File: config.mk
export PLATFORM = sky130hd
export DESIGN_NAME = spdif_rx
export DESIGN_NICKNAME = d
export VERILOG_FILES = /design/src/rtl/spdif_rx.sv
export SDC_FILE = /design/constraint.sdc
export NUM_CORES = 1
export LEC_CHECK = 0
export BUFFER_PORTS_ARGS = -buffer_cell sky130_fd_sc_hd__buf_2
export CAP_MARGIN = 15
export CORE_UTILIZATION = 35
export CTS_CLUSTER_DIAMETER = 150
export DETAILED_ROUTE_END_ITERATION = 16
export PLACE_DENSITY = 0.57
export SYNTH_ARGS = -nofsm -noshare
export SYNTH_HDL_FRONTEND = slang
export SYNTH_SLANG_ARGS = --single-unit
File: constraint.sdc
create_clock -name clk -period 4.85 [get_ports clk]
set_input_delay 0.485 -clock clk [delete_from_list [all_inputs] [get_ports clk]]
set_output_delay 0.485 -clock clk [all_outputs]
set_load 0.02 [all_outputs]
File: src/rtl/spdif_rx.sv
// S/PDIF (IEC 60958) biphase-mark receiver.
// Oversamples the line with clk, measures the time between edges, finds the
// B/M/W preambles and decodes 24-bit audio plus V/U/C/P for each subframe.
// A left (B/M) subframe followed by a right (W) subframe is delivered as one
// 48-bit stereo word, left in [47:24] and right in [23:0].
module spdif_rx #(
   parameter int UI_CLK      = 16,
   parameter int LOCK_FRAMES = 2
) (
   input  logic        clk,
   input  logic        rst,
   input  logic        rx_i,
   output logic [47:0] data_o,
   output logic        valid_o,
   output logic        blkstart_o,
   output logic [1:0]  vbits_o,
   output logic [1:0]  ubits_o,
   output logic [1:0]  cbits_o,
   output logic        parity_err_o,
   output logic        locked_o
);

   // Width counter saturates at 4 UI, which is already beyond any legal pulse.
   localparam int CNT_MAX = 4 * UI_CLK;
   localparam int CW      = $clog2(CNT_MAX + 1);
   localparam int LCW     = $clog2(LOCK_FRAMES + 1);

   // Class window boundaries sit halfway between nominal widths, so jitter of
   // just under half a UI either way still lands in the right class.
   localparam logic [CW-1:0] LIM_1UI  = CW'(UI_CLK / 2);
   localparam logic [CW-1:0] LIM_2UI  = CW'((3 * UI_CLK) / 2);
   localparam logic [CW-1:0] LIM_3UI  = CW'((5 * UI_CLK) / 2);
   localparam logic [CW-1:0] LIM_LONG = CW'((7 * UI_CLK) / 2);
   localparam logic [CW-1:0] CNT_SAT  = CW'(CNT_MAX);

   localparam logic [2:0] CLS_GLITCH = 3'd0;
   localparam logic [2:0] CLS_1UI    = 3'd1;
   localparam logic [2:0] CLS_2UI    = 3'd2;
   localparam logic [2:0] CLS_3UI    = 3'd3;
   localparam logic [2:0] CLS_LONG   = 3'd4;

   localparam logic [1:0] ST_HUNT = 2'd0;
   localparam logic [1:0] ST_PRE  = 2'd1;
   localparam logic [1:0] ST_DATA = 2'd2;

   localparam logic [1:0] PRE_B = 2'd0;
   localparam logic [1:0] PRE_M = 2'd1;
   localparam logic [1:0] PRE_W = 2'd2;

   localparam logic [4:0] LAST_CELL = 5'd27;

   logic          rx_s1;
   logic          rx_s2;
   logic          rx_d;
   logic          edge_q;
   logic [CW-1:0] width_cnt;
   logic [2:0]    cls;

   logic [1:0]    state;
   logic [1:0]    pre_cnt;
   logic [2:0]    pre_h0;
   logic [2:0]    pre_h1;
   logic [1:0]    pre_type;
   logic [1:0]    pre_match;
   logic [4:0]    bit_idx;
   logic          half_q;
   logic          par_acc;
   logic [26:0]   sub_reg;

   logic [23:0]   left_audio;
   logic          left_v;
   logic          left_u;
   logic          left_c;
   logic          left_blk;
   logic          pend_left;
   logic [LCW-1:0] lock_cnt;

   logic          err;
   logic          pre_done;
   logic          bit_done;
   logic          bit_val;
   logic          sub_done;
   logic          par_bad;
   logic          fail;

   // Two-flop synchronizer for the asynchronous line, then a registered edge flag.
   always_ff @(posedge clk or negedge rst) begin
      if (!rst) begin
         rx_s1  <= 1'b0;
         rx_s2  <= 1'b0;
         rx_d   <= 1'b0;
         edge_q <= 1'b0;
      end else begin
         rx_s1  <= rx_i;
         rx_s2  <= rx_s1;
         rx_d   <= rx_s2;
         edge_q <= rx_s2 ^ rx_d;
      end
   end

   // Cycles since the previous edge; on an edge cycle it holds the finished width.
   always_ff @(posedge clk or negedge rst) begin
      if (!rst) begin
         width_cnt <= '0;
      end else if (edge_q) begin
         width_cnt <= CW'(1);
      end else if (width_cnt != CNT_SAT) begin
         width_cnt <= width_cnt + CW'(1);
      end
   end

   // Map the measured width onto glitch / 1UI / 2UI / 3UI / overlong.
   always_comb begin
      if (width_cnt < LIM_1UI) begin
         cls = CLS_GLITCH;
      end else if (width_cnt < LIM_2UI) begin
         cls = CLS_1UI;
      end else if (width_cnt < LIM_3UI) begin
         cls = CLS_2UI;
      end else if (width_cnt < LIM_LONG) begin
         cls = CLS_3UI;
      end else begin
         cls = CLS_LONG;
      end
   end

   // Per-edge decode: preamble matching, cell decoding and error detection.
   always_comb begin
      err       = 1'b0;
      pre_done  = 1'b0;
      pre_match = PRE_B;
      bit_done  = 1'b0;
      bit_val   = 1'b0;
      if (edge_q) begin
         case (state)
            ST_PRE: begin
               if (cls == CLS_GLITCH || cls == CLS_LONG) begin
                  err = 1'b1;
               end else if (pre_cnt == 2'd2) begin
                  if ({pre_h0, pre_h1, cls} == {CLS_1UI, CLS_1UI, CLS_3UI}) begin
                     pre_done  = 1'b1;
                     pre_match = PRE_B;
                  end else if ({pre_h0, pre_h1, cls} == {CLS_3UI, CLS_1UI, CLS_1UI}) begin
                     pre_done  = 1'b1;
                     pre_match = PRE_M;
                  end else if ({pre_h0, pre_h1, cls} == {CLS_2UI, CLS_1UI, CLS_2UI}) begin
                     pre_done  = 1'b1;
                     pre_match = PRE_W;
                  end else begin
                     err = 1'b1;
                  end
               end
            end
            ST_DATA: begin
               case (cls)
                  CLS_1UI: begin
                     if (half_q) begin
                        bit_done = 1'b1;
                        bit_val  = 1'b1;
                     end
                  end
                  CLS_2UI: begin
                     if (half_q) begin
                        err = 1'b1;
                     end else begin
                        bit_done = 1'b1;
                     end
                  end
                  default: err = 1'b1;
               endcase
            end
            default: begin
            end
         endcase
      end
   end

   assign sub_done     = bit_done && (bit_idx == LAST_CELL);
   assign par_bad      = sub_done && (par_acc ^ bit_val);
   assign fail         = err || par_bad;
   assign parity_err_o = par_bad;

   // Framing FSM: hunt for a 3UI pulse, match the preamble, then shift in 28 cells.
   always_ff @(posedge clk or negedge rst) begin
      if (!rst) begin
         state    <= ST_HUNT;
         pre_cnt  <= 2'd0;
         pre_h0   <= CLS_GLITCH;
         pre_h1   <= CLS_GLITCH;
         pre_type <= PRE_B;
         bit_idx  <= 5'd0;
         half_q   <= 1'b0;
         par_acc  <= 1'b0;
         sub_reg  <= '0;
      end else if (fail) begin
         state   <= ST_HUNT;
         pre_cnt <= 2'd0;
         half_q  <= 1'b0;
      end else if (edge_q) begin
         case (state)
            ST_HUNT: begin
               if (cls == CLS_3UI) begin
                  state   <= ST_PRE;
                  pre_cnt <= 2'd0;
               end
            end
            ST_PRE: begin
               if (pre_cnt == 2'd0) begin
                  pre_h0  <= cls;
                  pre_cnt <= 2'd1;
               end else if (pre_cnt == 2'd1) begin
                  pre_h1  <= cls;
                  pre_cnt <= 2'd2;
               end else if (pre_done) begin
                  state    <= ST_DATA;
                  pre_type <= pre_match;
                  pre_cnt  <= 2'd0;
                  bit_idx  <= 5'd0;
                  half_q   <= 1'b0;
                  par_acc  <= 1'b0;
               end
            end
            ST_DATA: begin
               if (bit_done) begin
                  half_q  <= 1'b0;
                  par_acc <= par_acc ^ bit_val;
                  bit_idx <= bit_idx + 5'd1;
                  if (sub_done) begin
                     state <= ST_HUNT;
                  end else begin
                     sub_reg <= {bit_val, sub_reg[26:1]};
                  end
               end else begin
                  half_q <= 1'b1;
               end
            end
            default: state <= ST_HUNT;
         endcase
      end
   end

   // Pair left and right subframes, publish the stereo word and track lock.
   always_ff @(posedge clk or negedge rst) begin
      if (!rst) begin
         data_o     <= '0;
         valid_o    <= 1'b0;
         blkstart_o <= 1'b0;
         vbits_o    <= 2'b00;
         ubits_o    <= 2'b00;
         cbits_o    <= 2'b00;
         locked_o   <= 1'b0;
         left_audio <= '0;
         left_v     <= 1'b0;
         left_u     <= 1'b0;
         left_c     <= 1'b0;
         left_blk   <= 1'b0;
         pend_left  <= 1'b0;
         lock_cnt   <= '0;
      end else begin
         valid_o <= 1'b0;
         if (fail) begin
            pend_left <= 1'b0;
            lock_cnt  <= '0;
            locked_o  <= 1'b0;
         end else if (sub_done) begin
            if (pre_type != PRE_W) begin
               left_audio <= sub_reg[23:0];
               left_v     <= sub_reg[24];
               left_u     <= sub_reg[25];
               left_c     <= sub_reg[26];
               left_blk   <= (pre_type == PRE_B);
               pend_left  <= 1'b1;
            end else if (pend_left) begin
               data_o     <= {left_audio, sub_reg[23:0]};
               vbits_o    <= {left_v, sub_reg[24]};
               ubits_o    <= {left_u, sub_reg[25]};
               cbits_o    <= {left_c, sub_reg[26]};
               blkstart_o <= left_blk;
               valid_o    <= 1'b1;
               pend_left  <= 1'b0;
               if (lock_cnt != LCW'(LOCK_FRAMES)) begin
                  lock_cnt <= lock_cnt + LCW'(1);
               end
               if (lock_cnt >= LCW'(LOCK_FRAMES - 1)) begin
                  locked_o <= 1'b1;
               end
            end
         end
      end
   end

endmodule

After elaboration in Yosys (flattened, before gate mapping) --
Cells that the tools add are included.
Word-level totals: bits in registers 145, bits of input ports 3, output and inout bits 58
Operators by class: $add $sub $neg 3, $lt $le $gt $ge 5, equality and inequality tests 27, mux-type cells 81, bitwise logic cells 7, reduce and logical (&&, ||, !) cells 29
Operator list (number):
- $mux W2 | 24
- $mux W1 | 39
- $mux W5 | 4
- $reduce_and A4 Y1 | 5
- $eq A9 B8 Y1 const B | 2
- $ne A3 B3 Y1 const B | 6
- $reduce_and A5 Y1 | 3
- $lt A7 B6 Y1 const B | 2
- $mux W7 | 2
- $ne A2 B2 Y1 const B | 7
- $reduce_and A7 Y1 | 2
- $reduce_bool A2 Y1 | 7
- $mux W3 | 4
- $pmux W1 S2 | 5
- $pmux W5 S2 | 1
- $eq A9 B7 Y1 const B | 1
- $add A7 B1 Y7 const B | 1
- $lt A7 B4 Y1 const B | 1
- $lt A7 B5 Y1 const B | 1
- $ne A7 B7 Y1 const B | 1
- $eq A3 B2 Y1 const B | 2
- $logic_not A2 Y1 | 3
- $pmux W2 S3 | 1
- $reduce_and A6 Y1 | 1
- other kinds (17) | 27

Logic depth before layout (Yosys ltp) --
Gate-level depths: netlist (run 1).
word-level depth 19, depth in mapped cells 13, gate-level depth less buffers 9

Worst setup path after synthesis (run 1) --
Ideal clock, no wire load.
kind register to register, start register state[0], end register blkstart_o, library setup time 0.127 ns, arrival 2.784 ns, required time 4.723 ns, path slack 1.938 ns, stages on the path, launching flop included 13, path buffers 4, cells stage by stage dfrtp_1 inv_1 ha_1 buf_2 nand2_1 or4b_1 a21oi_2 nand2b_1 buf_2 nor3b_1 buf_2 buf_6 mux2_1
Between the ends: word-level cells in the longest chain between the ends 8, elaborated cells on any way between the ends 14
Ends and longest elaborated chain:
- start: declaration | RTL line 59 | logic [1:0] state;
- start signal: assignment | RTL line 186 | state <= ST_HUNT;
- start signal: assignment | RTL line 196 | state <= ST_HUNT;
- start signal: assignment | RTL line 203 | state <= ST_PRE;
- $eq A2 B2 Y1 * | RTL line 135 | case (state)
- $mux W1 | RTL line 135
- $mux W1 | RTL line 134 | if (edge_q) begin
- $xor A1 B1 Y1 or $logic_and A1 B1 Y1 (tied branches) | RTL line 179, 178
- $logic_and A1 B1 Y1 * | RTL line 179 | assign par_bad = sub_done && (par_acc ^ bit_val);
- net parity_err_o | RTL line 19 | output logic parity_err_o,
- $logic_or A1 B1 Y1 * | RTL line 180 | assign fail = err || par_bad;
- $not A1 Y1 (no line) *
- $reduce_and A4 Y1 (no line) *
- end signal: assignment | RTL line 278 | blkstart_o <= left_blk;
- end: declaration | RTL line 15 | output logic blkstart_o,
The timed path passes the listed nets; every way through them passes the cells marked *. A chain may end at the register's enable or synchronous reset.

Worst setup path in the final report (run 1) --
start register width_cnt[5], end register data_o[41]
Between the ends: word-level cells in the longest chain between the ends 16, elaborated cells on any way between the ends 36
Ends and longest elaborated chain:
- start: declaration | RTL line 56 | logic [CW-1:0] width_cnt;
- start signal: assignment | RTL line 108 | width_cnt <= width_cnt + CW'(1);
- $lt A7 B6 Y1 | RTL line 120 | end else if (width_cnt < LIM_LONG) begin
- $mux W3 | RTL line 120
- $mux W3 | RTL line 118 | end else if (width_cnt < LIM_3UI) begin
- $mux W3 | RTL line 116 | end else if (width_cnt < LIM_2UI) begin
- $mux W3 * | RTL line 114 | if (width_cnt < LIM_1UI) begin
- $eq A9 B8 Y1 | RTL line 146 | end else if ({pre_h0, pre_h1, cls} == {CLS_2UI, CLS_1UI, CLS_2UI}) begin
- $mux W1 | RTL line 146
- $mux W1 | RTL line 143 | end else if ({pre_h0, pre_h1, cls} == {CLS_3UI, CLS_1UI, CLS_1UI}) begin
- $mux W1 | RTL line 140 | if ({pre_h0, pre_h1, cls} == {CLS_1UI, CLS_1UI, CLS_3UI}) begin
- $mux W1 | RTL line 139 | end else if (pre_cnt == 2'd2) begin
- $mux W1 | RTL line 137 | if (cls == CLS_GLITCH || cls == CLS_LONG) begin
- $pmux W1 S2 | RTL line 135
- $mux W1 | RTL line 134
- $logic_or A1 B1 Y1 | RTL line 180
- $not A1 Y1 (no line)
- $reduce_and A4 Y1 (no line) *
- end signal: assignment | RTL line 274 | data_o <= {left_audio, sub_reg[23:0]};
- end: declaration | RTL line 13 | output logic [47:0] data_o,
Mark *: on every way between the ends. The rest lies on a longest branch, timed or not.

==> results of run 1 <==
## through the flow
step / utilization (%) / std cells / instance area (um^2) / setup slack (ps)
CTS: 42.5 / 756 / 7320 / 1380
detailed placement: 38.7 / 724 / 6670 / 1410
floorplan: - / 455 / 6170 / 1940
global route: 42.5 / 756 / 7320 / 1120
global placement: 38.7 / 724 / 6670 / 1510
finish: 42.5 / 756 / 7320 / 1360
## cells in the mapped netlist (2+ instances only)
library cell / n
nand4_1: 3
nand3_1: 16
nor2b_1: 2
o21ai_1: 2
a21oi_1: 11
o21ai_0: 4
and3_1: 6
nor4b_1: 3
or4_1: 4
nand2_1: 19
o22ai_1: 2
a31o_2: 2
nor3b_1: 3
nand3b_1: 3
buf_2: 10
nor2_1: 18
a211o_1: 4
buf_6: 6
xor2_1: 3
dfrtp_1: 145
or3b_1: 2
xnor2_1: 4
nor3_1: 6
clkbuf_1: 2
ha_1: 9
mux2_1: 96
mux2_2: 20
o211ai_1: 2
nand2b_1: 3
or3_1: 5
inv_1: 15
## metal layers
layer / vias to the layer above / share of wire, %
met4: 0 / 1.6
met2: 68 / 48
met1: 1943 / 47
li1: 1755 / -
met5: - / 0
met3: 13 / 3.7
## power breakdown
part / switching [uW] / leakage, uW / internal [uW]
Clock: 482 / 0.000319 / 928
Combinational: 34.9 / 0.00146 / 13.6
Sequential: 14.7 / 0.00201 / 1220
## path summary, 6_finish.rpt
| check | slack, ps | start | end | cells past startpoint |
|---|---|---|---|---|
| max | 1360 | width_cnt[5]$_DFFE_PN0P_ | data_o[41]$_DFFE_PN0P_ | 8 |
| min | 180 | rst | data_o[38]$_DFFE_PN0P_ | 1 |
| max reg2reg | 1360 | width_cnt[5]$_DFFE_PN0P_ | data_o[41]$_DFFE_PN0P_ | 8 |
| min reg2reg | 350 | rx_s1$_DFF_PN0_ | rx_s2$_DFF_PN0_ | 0 |
| max in group asynchronous | 3520 | rst | bit_idx[1]$_DFFE_PN0P_ | 2 |
| min in group clk | 180 | rx_i | rx_s1$_DFF_PN0_ | 1 |
## layout make-up
class	instances	area [um^2]	area share (%)
clock inverters	9	151	2.07
inverters	15	56.3	0.769
multi-input cells	275	2360	32.3
well taps	225	282	3.85
flip-flops and latches	145	3630	49.6
clock buffers	23	498	6.81
repair buffers	64	337	4.60
## worst max-delay path, stage by stage (launching register included)
cell and delay (ps):
dfrtp_1 630, or3b_1 420, a211o_1 300, a21oi_1 280, o21a_1 220, nand2b_1 300, nor3b_2 300, buf_4 510
mux2_1 380
## kinds of logic (layout without fill, tap and decap cells)
kind of cell             after synthesis  after routing  share of synthesized area [%]
buffers and inverters                 35            111                           3.12
multiplexers                         117            117                           21.3
XOR/XNOR                               7              7                          0.994
AO/OA/AOI/OAI                         42             42                           4.87
AND/OR/NAND/NOR                      100            100                           9.06
flip-flops                           145            145                           58.8
adder cells (fa/ha/maj)                9              9                           1.82
==> reports/results.ini, run 1 <==
[sta]
min_period_ps = 3490
finalSetupViolCount = 0
hold-worst-slack_ps = 176
slew_violations = 0
final_hold_viol_count = 0
fin_tns_setup_ps = 0
skew_ps = 5.31
max_freq_ghz = 0.287
tightest_slew_ps = 915
slew_headroom_pct = 39.0
min_period_over_period_pct = 71.9
grt_setup_unrepaired = false

[setup_path]
startpoint_type = flip-flop
arrival_ps = 3780
crit_required_ps = 5150
crit_fanout = 38
critical_path_class = reg -> reg
cp-end-kind = flip-flop

[die]
fp.dieW_um = 135
io_pins = 61
core_um2 = 17200
start_util_pct = 35.8
fp.dieArea_um2 = 18200
fp.dieH_um = 135
placement_rows = 48

[layout]
syn2layout_area_growth_pct = 18.6
final_common_cell = dfrtp_1
fin_nets = 530
layout_common_cells = dfrtp_1, mux2_1, buf_2, mux2_2, nand2_1
layout-drive-gt1-share_pct = 23.9
n_fill_cell = 1606
largest_reg_flops = 48
num_antenna_cells = 0

[routing]
route.vias.total = 3779
via_per_inst = 5.00
drt-total-wl_um = 11600
ant_nets = 0
avgRoutedWirePerCell_um = 15.3
drt-pass1-iter-count = 5
drt_iter0_markers = 171
drcViolationCount = 0

[pwr]
irDropWorstVdd_uv = 240
total_power_uw = 2690
power.density_nw_per_um2 = 368
p_leak_uw = 0.00379

[grt]
grt.busiest_layer = met2
grt_usage_pct = 14.3
grt_use_met3_pct = 3.72
grt_pass1_wl_um = 20100
use_met2_pct = 22.6
antenna_found_initial = 0
grt_max_degree = 102
met1_usage_pct = 18.7
grt_pass1_vias = 3915
grt-ovfl-total = 0

[clocking]
cts-root-buf = clkbuf_16
cts_resized = 0
cts_setup_buffers = 0
cts_buffer_depth = 2
path_clk_slew_ps = 60
cts-htree-levels = 4
clock_latency_ps = 420
cts.sinks = 145
hold_buffers = 0
cts_made_buffers = 17
cts_tree = built

[logic_synthesis]
synth-seq-cells = 145
synth_cells = 455
synth_cell_types = 56
synth_top_cell_by_area = dfrtp_1
synth.avg_cell_area_um2 = 13.6
syn_nets = 467
synth_area_um2 = 6170
synth_area_leaders = dfrtp_1, mux2_1, mux2_2
async_reset_ff_share_pct = 100
synth_ff_type = dfrtp_1
ys_seq_area_share_pct = 58.8
synth-edff-count = 0
yosys_warnings = 0
synth_top_area_share_pct = 58.8

[status]
status = completed

[worst_hold_path]
worstHoldPathType = in -> async

[place]
dp_hpwl_um = 7510
port_buffers = 60
place_congestion = 0.808

[run]
max_cap_viol_count = 0

Note: power is estimated with default switching activity, not from simulation.
==> run 2, diff against run 1 <==
- PLACE_DENSITY: 0.57 -> 0.59
- clock period: 4.85 -> 3.05 ns (I/O delays scaled with it)
==> run 2 against run 1 <==
- core utilization up 0.88 points
- design area rose by 2.1%
- largest power group unchanged
- via count grew 2.2%
- flip-flop and latch count is the same
==> reports/results.ini, run 2 (same netlist as run 1, synthesis figures left out) <==
[setup_path]
arrival_ps = 3180
cp-end-kind = flip-flop
reg2reg_slack_ps = 160
crit_fanout = 27
worst-r2r-cell-count = 9
r2r_start = width_cnt[3]$_DFFE_PN0P_
crit_required_ps = 3340
critical_path_class = reg -> reg
startpoint_type = flip-flop
r2r_end = cbits_o[1]$_DFFE_PN0P_

[layout]
fin_nets = 546
final_util_pct = 43.3
final_common_cell = dfrtp_1
largest_reg_flops = 48
layout-drive-gt1-share_pct = 26.0
layout_common_cells = dfrtp_1, mux2_1, buf_2, mux2_2, nand2_1
syn2layout_area_growth_pct = 21.0
num_antenna_cells = 0

[clocking]
cts.sinks = 145
cts-htree-levels = 4
clock_latency_ps = 420
cts_made_buffers = 17
cts_buffer_depth = 2
cts-root-buf = clkbuf_16
cts_tree = built
path_clk_slew_ps = 60

[worst_hold_path]
worstHoldEndpoint = rx_s2$_DFF_PN0_
worstHoldPathType = reg -> reg
timing.hold.worst_path_depth = 0
worst_hold_startpoint = rx_s1$_DFF_PN0_

[die]
io_pins = 61
start_util_pct = 35.8
placement_rows = 48
fp.dieW_um = 135
fp.dieArea_um2 = 18200
core_um2 = 17200
fp.dieH_um = 135

[sta]
hold-worst-slack_ps = 356
slew_headroom_pct = 59.9
min_period_over_period_pct = 94.8
skew_ps = 7.47
tightest_slew_ps = 601
fin_tns_setup_ps = 0
final_hold_viol_count = 0
slew_violations = 0
finalSetupViolCount = 0
max_freq_ghz = 0.346
min_period_ps = 2890

[grt]
grt-ovfl-total = 0
grt_max_degree = 65
antenna_found_initial = 0
grt_pass1_wl_um = 20100
grt_usage_pct = 14.3
grt_pass1_vias = 3976

[run]
max_cap_viol_count = 0

[routing]
drt-pass1-iter-count = 4
drt-total-wl_um = 12200
via_per_inst = 5.01
drt_iter0_markers = 192
avgRoutedWirePerCell_um = 15.8
ant_nets = 0
drcViolationCount = 0
route.vias.total = 3863

[pwr]
irDropWorstVdd_uv = 403
power.density_nw_per_um2 = 553
p_leak_uw = 0.00386

[place]
place_congestion = 0.851
dp_hpwl_um = 7710
port_buffers = 60

[status]
status = completed

==> run 2: changes by cell type in the layout (fill, tap and decap cells not counted), sizes merged <==
cell / previous run / this run
buf: 64 / 77
bufinv: 4 / 2
clkbuf: 23 / 24
clkinvlp: 1 / 2
dlygate4sd3: 0 / 2
==> run 2: metrics by stage <==
stage               cell area, um^2  power [uW]  std cells  worst slack (ps)
floorplan                      6170        2030        455               138
global placement               6800        2080        735               229
detailed placement             6800        2080        735               163
CTS                            7420        4190        768               151
global route                   7470        4280        771             -15.3
finish                         7470        4130        771               158
==> run 2: repair_timing <==
item / CTS / global route
setup endpoints to repair: 0 / 60
hold buffers: 2 / 0
endpoints found under the hold margin: 63 / 0
buffers inserted: 0 / 1
resized for setup: 0 / 6
==> run 2: report_power, final <==
part | internal [uW] | switching (uW) | leakage (uW)
Combinational | 27.5 | 61.3 | 0.00156
Clock | 1310 | 776 | 0.000291
Sequential | 1940 | 19.7 | 0.00201
==> run 2: area by class of cell <==
| type | count | area (um^2) |
|---|---|---|
| clock buffers | 23 | 498 |
| flip-flops and latches | 145 | 3630 |
| inverters | 15 | 56.3 |
| multi-input cells | 275 | 2370 |
| repair buffers | 80 | 528 |
| clock inverters | 8 | 103 |
| well taps | 225 | 282 |
| fillers | 1586 | 9770 |
==> run 2: worst max-delay path by stage <==
stage / from / to / slack [ps] / cells past startpoint
6_report: width_cnt[3]$_DFFE_PN0P_ / cbits_o[1]$_DFFE_PN0P_ / 160 / 9
5_1_grt: width_cnt[5]$_DFFE_PN0P_ / cbits_o[1]$_DFFE_PN0P_ / -20 / 9
4_1_cts: width_cnt[3]$_DFFE_PN0P_ / data_o[4]$_DFFE_PN0P_ / 150 / 8
3_5_place_dp: width_cnt[3]$_DFFE_PN0P_ / data_o[2]$_DFFE_PN0P_ / 160 / 8
3_3_place_gp: width_cnt[3]$_DFFE_PN0P_ / bit_idx[4]$_DFFE_PN0P_ / 230 / 7
2_1_floorplan: state[0]$_DFFE_PN0P_ / blkstart_o$_DFFE_PN0P_ / 140 / 12
==> run 2: worst max-delay path, cell delays in order, from the launching register on <==
cell and delay [ps]:
dfrtp_2 490, or3b_1 420, a211o_1 290, a21oi_1 210, o21a_1 200, nand2b_1 150, nor3b_4 210, buf_4 170
buf_8 250, mux2_1 370
==> run 2: routing by layer <==
layer	global-route usage [%]	part of all wire, %	vias up
li1	-	-	1787
met2	22.9	50	55
met5	0	0	-
met4	4.81	1.2	0
met1	18.7	46	2006
met3	4.09	3.0	15
